File: config.mk
export PLATFORM = sky130hd
export DESIGN_NAME = ring_count_averager
export DESIGN_NICKNAME = d
export VERILOG_FILES = /design/src/rtl/ring_meas_pkg.sv /design/src/rtl/ring_count_averager_min_max_tracker.sv /design/src/rtl/ring_count_averager.sv
export SDC_FILE = /design/constraint.sdc
export NUM_CORES = 1
export LEC_CHECK = 0
export ABC_CLOCK_PERIOD_IN_PS = 2400
export CORE_ASPECT_RATIO = 1.25
export CORE_MARGIN = 4
export CORE_UTILIZATION = 40
export CTS_CLUSTER_DIAMETER = 150
export DETAILED_ROUTE_END_ITERATION = 8
export PLACE_DENSITY = 0.6
export REMOVE_ABC_BUFFERS = 1
export SLEW_MARGIN = 20
export SYNTH_ARGS = -nofsm -noshare
export SYNTH_HDL_FRONTEND = slang
export SYNTH_HIERARCHICAL = 1
export SYNTH_SLANG_ARGS = --single-unit
File: constraint.sdc
create_clock -name clk -period 2.4 [get_ports clk]
set_input_delay 0.24 -clock clk [delete_from_list [all_inputs] [get_ports clk]]
set_output_delay 0.24 -clock clk [all_outputs]
set_load 0.02 [all_outputs]
File: src/rtl/ring_meas_pkg.sv
// Shared definitions for the ring-oscillator measurement chain.
//   state_t   : averager FSM states (ACCUM collects samples, HOLD presents a result)
//   COUNT_W   : native width of a ring count
//   acc_width : accumulator width needed to sum 2^log2_samples counts without overflow
package ring_meas_pkg;

  typedef enum logic {
    ACCUM = 1'b0,
    HOLD  = 1'b1
  } state_t;

  localparam int COUNT_W = 16;

  function automatic int acc_width(input int width, input int log2_samples);
    return width + log2_samples;
  endfunction

endpackage

File: src/rtl/ring_count_averager_min_max_tracker.sv
// Running minimum / maximum of the samples of one batch.
//   clk, rst  : clock and synchronous active-high reset
//   clear     : restart tracking (min = all ones, max = 0); wins over sample
//   sample    : value is part of the current batch
//   value     : sample value
//   min_next  : running min including value when sample=1 (combinational)
//   max_next  : running max including value when sample=1 (combinational)
module min_max_tracker #(
  parameter int WIDTH = 16
) (
  input  logic             clk,
  input  logic             rst,
  input  logic             clear,
  input  logic             sample,
  input  logic [WIDTH-1:0] value,
  output logic [WIDTH-1:0] min_next,
  output logic [WIDTH-1:0] max_next
);

  logic [WIDTH-1:0] min_q;
  logic [WIDTH-1:0] max_q;

  // The next values are exported so the closing sample of a batch is
  // folded into the reported min/max in the same cycle it arrives.
  always_comb begin
    min_next = min_q;
    max_next = max_q;
    if (sample) begin
      if (value < min_q) min_next = value;
      if (value > max_q) max_next = value;
    end
  end

  always_ff @(posedge clk) begin
    if (rst || clear) begin
      min_q <= '1;
      max_q <= '0;
    end else begin
      min_q <= min_next;
      max_q <= max_next;
    end
  end

endmodule

File: src/rtl/ring_count_averager.sv
// Averages 2^LOG2_SAMPLES consecutive ring counts and presents the truncated
// mean plus batch min/max on a valid/ready port. Samples arriving while a
// result is stalled are dropped and flagged by the sticky overrun bit.
//   clk, rst     : clock and synchronous active-high reset
//   count_in     : ring count, sampled when count_valid=1
//   count_valid  : one-cycle strobe per measurement window
//   avg_out      : floor(sum / 2^LOG2_SAMPLES)
//   min_out      : smallest sample of the batch
//   max_out      : largest sample of the batch
//   avg_valid    : result available, held until avg_ready
//   avg_ready    : consumer accepts the result
//   overrun      : sticky, a sample was dropped while the result was stalled
module ring_count_averager
  import ring_meas_pkg::*;
#(
  parameter int LOG2_SAMPLES = 4,
  parameter int WIDTH        = COUNT_W
) (
  input  logic             clk,
  input  logic             rst,
  input  logic [WIDTH-1:0] count_in,
  input  logic             count_valid,
  output logic [WIDTH-1:0] avg_out,
  output logic [WIDTH-1:0] min_out,
  output logic [WIDTH-1:0] max_out,
  output logic             avg_valid,
  input  logic             avg_ready,
  output logic             overrun
);

  localparam int ACC_W = acc_width(WIDTH, LOG2_SAMPLES);

  state_t                  state;
  logic [ACC_W-1:0]        acc;
  logic [LOG2_SAMPLES-1:0] cnt;

  logic                    handshake;
  logic                    accept;
  logic                    last;
  logic [ACC_W-1:0]        acc_sum;
  logic [WIDTH-1:0]        min_next;
  logic [WIDTH-1:0]        max_next;

  // In HOLD a strobe is only usable when the result leaves in the same
  // cycle; acc/cnt/min/max were already cleared at batch close, so it
  // simply becomes sample 0 of the next batch.
  assign handshake = (state == HOLD) && avg_ready;
  assign accept    = count_valid && ((state == ACCUM) || avg_ready);
  // cnt is 0 in HOLD, so a HOLD-accepted sample can never close a batch.
  assign last      = accept && (cnt == {LOG2_SAMPLES{1'b1}});
  assign acc_sum   = acc + {{LOG2_SAMPLES{1'b0}}, count_in};

  min_max_tracker #(
    .WIDTH (WIDTH)
  ) u_min_max (
    .clk      (clk),
    .rst      (rst),
    .clear    (last),
    .sample   (accept),
    .value    (count_in),
    .min_next (min_next),
    .max_next (max_next)
  );

  always_ff @(posedge clk) begin
    if (rst) begin
      state     <= ACCUM;
      acc       <= '0;
      cnt       <= '0;
      avg_out   <= '0;
      min_out   <= '0;
      max_out   <= '0;
      avg_valid <= 1'b0;
      overrun   <= 1'b0;
    end else begin
      if (handshake) begin
        avg_valid <= 1'b0;
        state     <= ACCUM;
      end
      if ((state == HOLD) && count_valid && !avg_ready) begin
        overrun <= 1'b1;
      end
      if (accept) begin
        if (last) begin
          // Upper bits of the full sum are the floor of the mean.
          avg_out   <= acc_sum[ACC_W-1:LOG2_SAMPLES];
          min_out   <= min_next;
          max_out   <= max_next;
          avg_valid <= 1'b1;
          state     <= HOLD;
          acc       <= '0;
          cnt       <= '0;
        end else begin
          acc <= acc_sum;
          cnt <= cnt + LOG2_SAMPLES'(1);
        end
      end
    end
  end

endmodule

==> flow_summary.ini, run 1 <==
[status]
outcome = finished, violations left
violations = setup timing

[floorplan]
fp.dieW_um = 117
rows = 49
dieArea_um2 = 16800
initial_utilization_pct = 40.9
die_h_um = 144
coreArea_um2 = 14500
io_pins = 70

[clock_tree]
clockBufferDepth = 2
h-tree-depth = 3
numClockSinks = 107
clock_latency_ps = 360
clk_pin_slew_ps = 70
cts_buffers = 9
root_buffer = clkbuf_16
cts_hold_buf = 0
cts_tree = done

[critical_path]
regToRegSetupSlack_ps = -50
cpMostUsedCell = a2111oi_4
cp.required_ps = 2640
worstPathCellList = inv_2, ha_4, nor2b_4, o211ai_1, a2111oi_4, a2111oi_4, a21oi_4, buf_12, mux2_1, nand2_1, a21oi_1
timing.rr.start = u_min_max/max_q[1]
critPathCaptureType = flip-flop
timing.rr.end = max_out[6]
path_max_fanout = 12
cpPeakStageDelay_ps = 420
r2r_cells = 11
critPathArrivalTime_ps = 2690
start_kind = flip-flop
critPathKind = reg -> reg
slowest_stage = a2111oi_4

[timing]
finalWorstSetupSlack_ps = -53.0
skew_ps = 9.49
max_slew_margin_pct = 52.7
post-route-period-util_pct = 102
finalHoldViolCount = 0
tightest_slew_ps = 706
setup_violations = 15
slew_viol_final = 0
rsz0062_at_grt = yes
fmax_ghz = 0.408
period_needed_ps = 2450
timing.hold.ws_ps = 309

[yosys]
synthTopCellsByArea = dfxtp_1 (36%), ha_1 (10%), nand2_1 (8.9%), a21oi_1 (6.3%), a21o_1 (3.4%)
synth_area_leader_cell = dfxtp_1
ys_ff_latch = 107
postSynthAreaPerCell_um2 = 8.34
ys_types = 61
synth_top_area_share_pct = 36.2
synth_edf_count = 0
seq_area_frac_synth_pct = 36.2
ys_async_sr_fraction_pct = 0
netlist_instances = 709
synthesis.area_um2 = 5910
synth_ff_type = dfxtp_1
synth-warning-count = 6

[layout]
seqCellArea_um2 = 2150
layout.cells.non_filler = 1046
fin_area_um2 = 8060
area_growth_pct = 36.2
fillers = 1347
antenna_cells = 0
drive_gt1_share_pct = 22.1
multi_input_area_um2 = 3650
fin_nets = 934

[global_route]
antenna_found_initial = 0
grt_pass1_wl_um = 26600
grt_max_degree = 34
grt_overflow_total = 0
grt_usage_pct = 20.1
grt_pass1_vias = 5551

[placed_design]
dpl-instance-area_um2 = 7410
placedCellCount = 1014
finalWeightedCongestion = 0.876
dp_hpwl_um = 11800
port-buffer-count = 69

[power_and_ir_drop]
p_per_area_nw_per_um2 = 583
p_leak_nw = 3.61
p_seq_share_pct = 41.3
pwr-share-clk_pct = 30.1
power_frac_comb_pct = 28.6
ir_drop_v = 0.000317
internal_power_w = 0.00331
switchingPower_w = 0.00139
netSwitchingFraction_pct = 29.5

[min_path]
hold_path_depth = 2
min_path_type = in -> reg
hold_end = avg_out[9]
worstHoldStart = rst

[detailed_routing]
drc = 0
num_vias = 5568
drt-total-wl_um = 16600
ant_nets = 0
via_per_inst = 5.32
wl_per_cell_um = 15.9
drtIter0Drc = 198
firstDrtPassIters = 4

[job]
cap_violations = 0
[critical path, delay by kind of cell (launching register included)]
kind,cells,cell delay (ps)
AOI/OAI and AO/OA,5,980
DFF,1,340
muxes,1,340
buffers and inverters,2,220
and+or+nand+nor,2,190
adders and majority gates,1,260
[Yosys cell counts, types with 3 or more instances]
library cell / n
xnor2_1: 12
o21a_1: 3
o21bai_1: 3
a211o_1: 17
clkbuf_1: 19
a21oi_1: 75
nand4_1: 11
a22o_1: 6
nand3_1: 11
inv_1: 40
nor3_1: 9
nor2_1: 33
nand2b_1: 4
mux2_1: 14
xor2_1: 5
buf_2: 7
buf_4: 3
nor2b_1: 3
ha_1: 48
mux2i_1: 16
a2111oi_2: 3
a22oi_1: 7
dfxtp_1: 107
o21ai_0: 4
nand2_1: 141
o21ai_1: 3
nand3b_1: 4
a21o_1: 27
a31oi_1: 6
and3_1: 22
buf_1: 5
[area by class of cell]
type / count / area share [%]
repair buffers: 182 / 19.9
inverters: 42 / 1.96
flip-flops and latches: 107 / 26.7
clock buffers: 11 / 3.14
clock inverters: 3 / 0.186
well taps: 178 / 2.76
multi-input cells: 523 / 45.3
[worst max-delay path by stage]
stage	start	depth (start not counted)	slack (ps)	endpoint
finish	u_min_max/max_q[1]	11	-50	max_out[6]
global placement	count_in[1]	11	-490	max_out[8]
global route	u_min_max/max_q[1]	11	-110	max_out[7]
CTS	count_in[3]	10	0.1	avg_out[15]
detailed placement	count_in[1]	11	-570	max_out[7]
floorplan	state	7	-1450	u_min_max/max_q[0]
[power groups by stage]
stage	Sequential, W	Combinational [W]	Clock [W]
final	0.00194	0.00134	0.00141
after detailed placement	0.00197	0.00120	0
after global routing	0.00195	0.00148	0.00152
after global placement	0.00197	0.00118	0
after floorplan	0.00196	0.000704	0
after CTS	0.00193	0.00123	0.00146
[cell usage in the layout, fill, tap and decap left out, drive strengths merged, types with 7 or more instances in the layout]
cell type and instances:
nand3 11, a22oi 7, a21oi 77, nand2 142, nand4 11, clkbuf 12, and3 23, a211o 17
a21o 27, mux2i 16, xnor2 12, nor2 34, buf 113, clkdlybuf4s50 57, nor3 10, ha 48
inv 41, mux2 16, o21ai 8, dfxtp 107
[repair_timing]
action | 4_1_cts | 5_1_grt
setup endpoints to repair | 38 | 66
buffers inserted | 5 | 12
pin swaps | 7 | 13
cloned | 0 | 1
resized for setup | 10 | 55
[metal layers]
metal	track usage [%]	wire (um)
met1	23.1	7090
met2	36.6	8570
met3	3.75	633
met4	7.00	313
met5	0	0
[state kept, by name, summed over array words and instances, names as in the netlist]
signal,flops
overrun,1
min_out,16
avg_valid,1
acc,20
u_min_max/max_q,16
max_out,16
state,1
cnt,4
avg_out,16
u_min_max/min_q,16
[per-stage QoR]
step / TNS (ps) / worst slack (ps) / util (%) / power (W)
CTS: 0 / 0.123 / 53.5 / 0.00463
global route: -1320 / -108 / 55.7 / 0.00495
finish: -354 / -53.0 / 55.7 / 0.00469
detailed placement: -32890 / -573 / 51.2 / 0.00318
global placement: -29190 / -488 / 51.2 / 0.00315
floorplan: -67660 / -1450 / - / 0.00266
[cells by family (layout without fill, tap and decap cells)]
logic type      count (synthesis)  count (layout)  synth area share (%)
simple gates                  256             256                  19.8
xor+xnor                       17              17                  2.52
buf+inv                        79             238                  5.63
fa+ha+maj                      49              49                  10.5
mux                            32              32                  5.75
flops                         107             107                  36.2
compound gates                169             169                  19.6
No activity file was read; power rests on OpenSTA's default activity.
==> run 2: changes to the inputs <==
CTS_CLUSTER_DIAMETER = unset   (was 150)
==> results of run 2 <==
The final DEF is identical to that of run 1; final timing and power are the same.
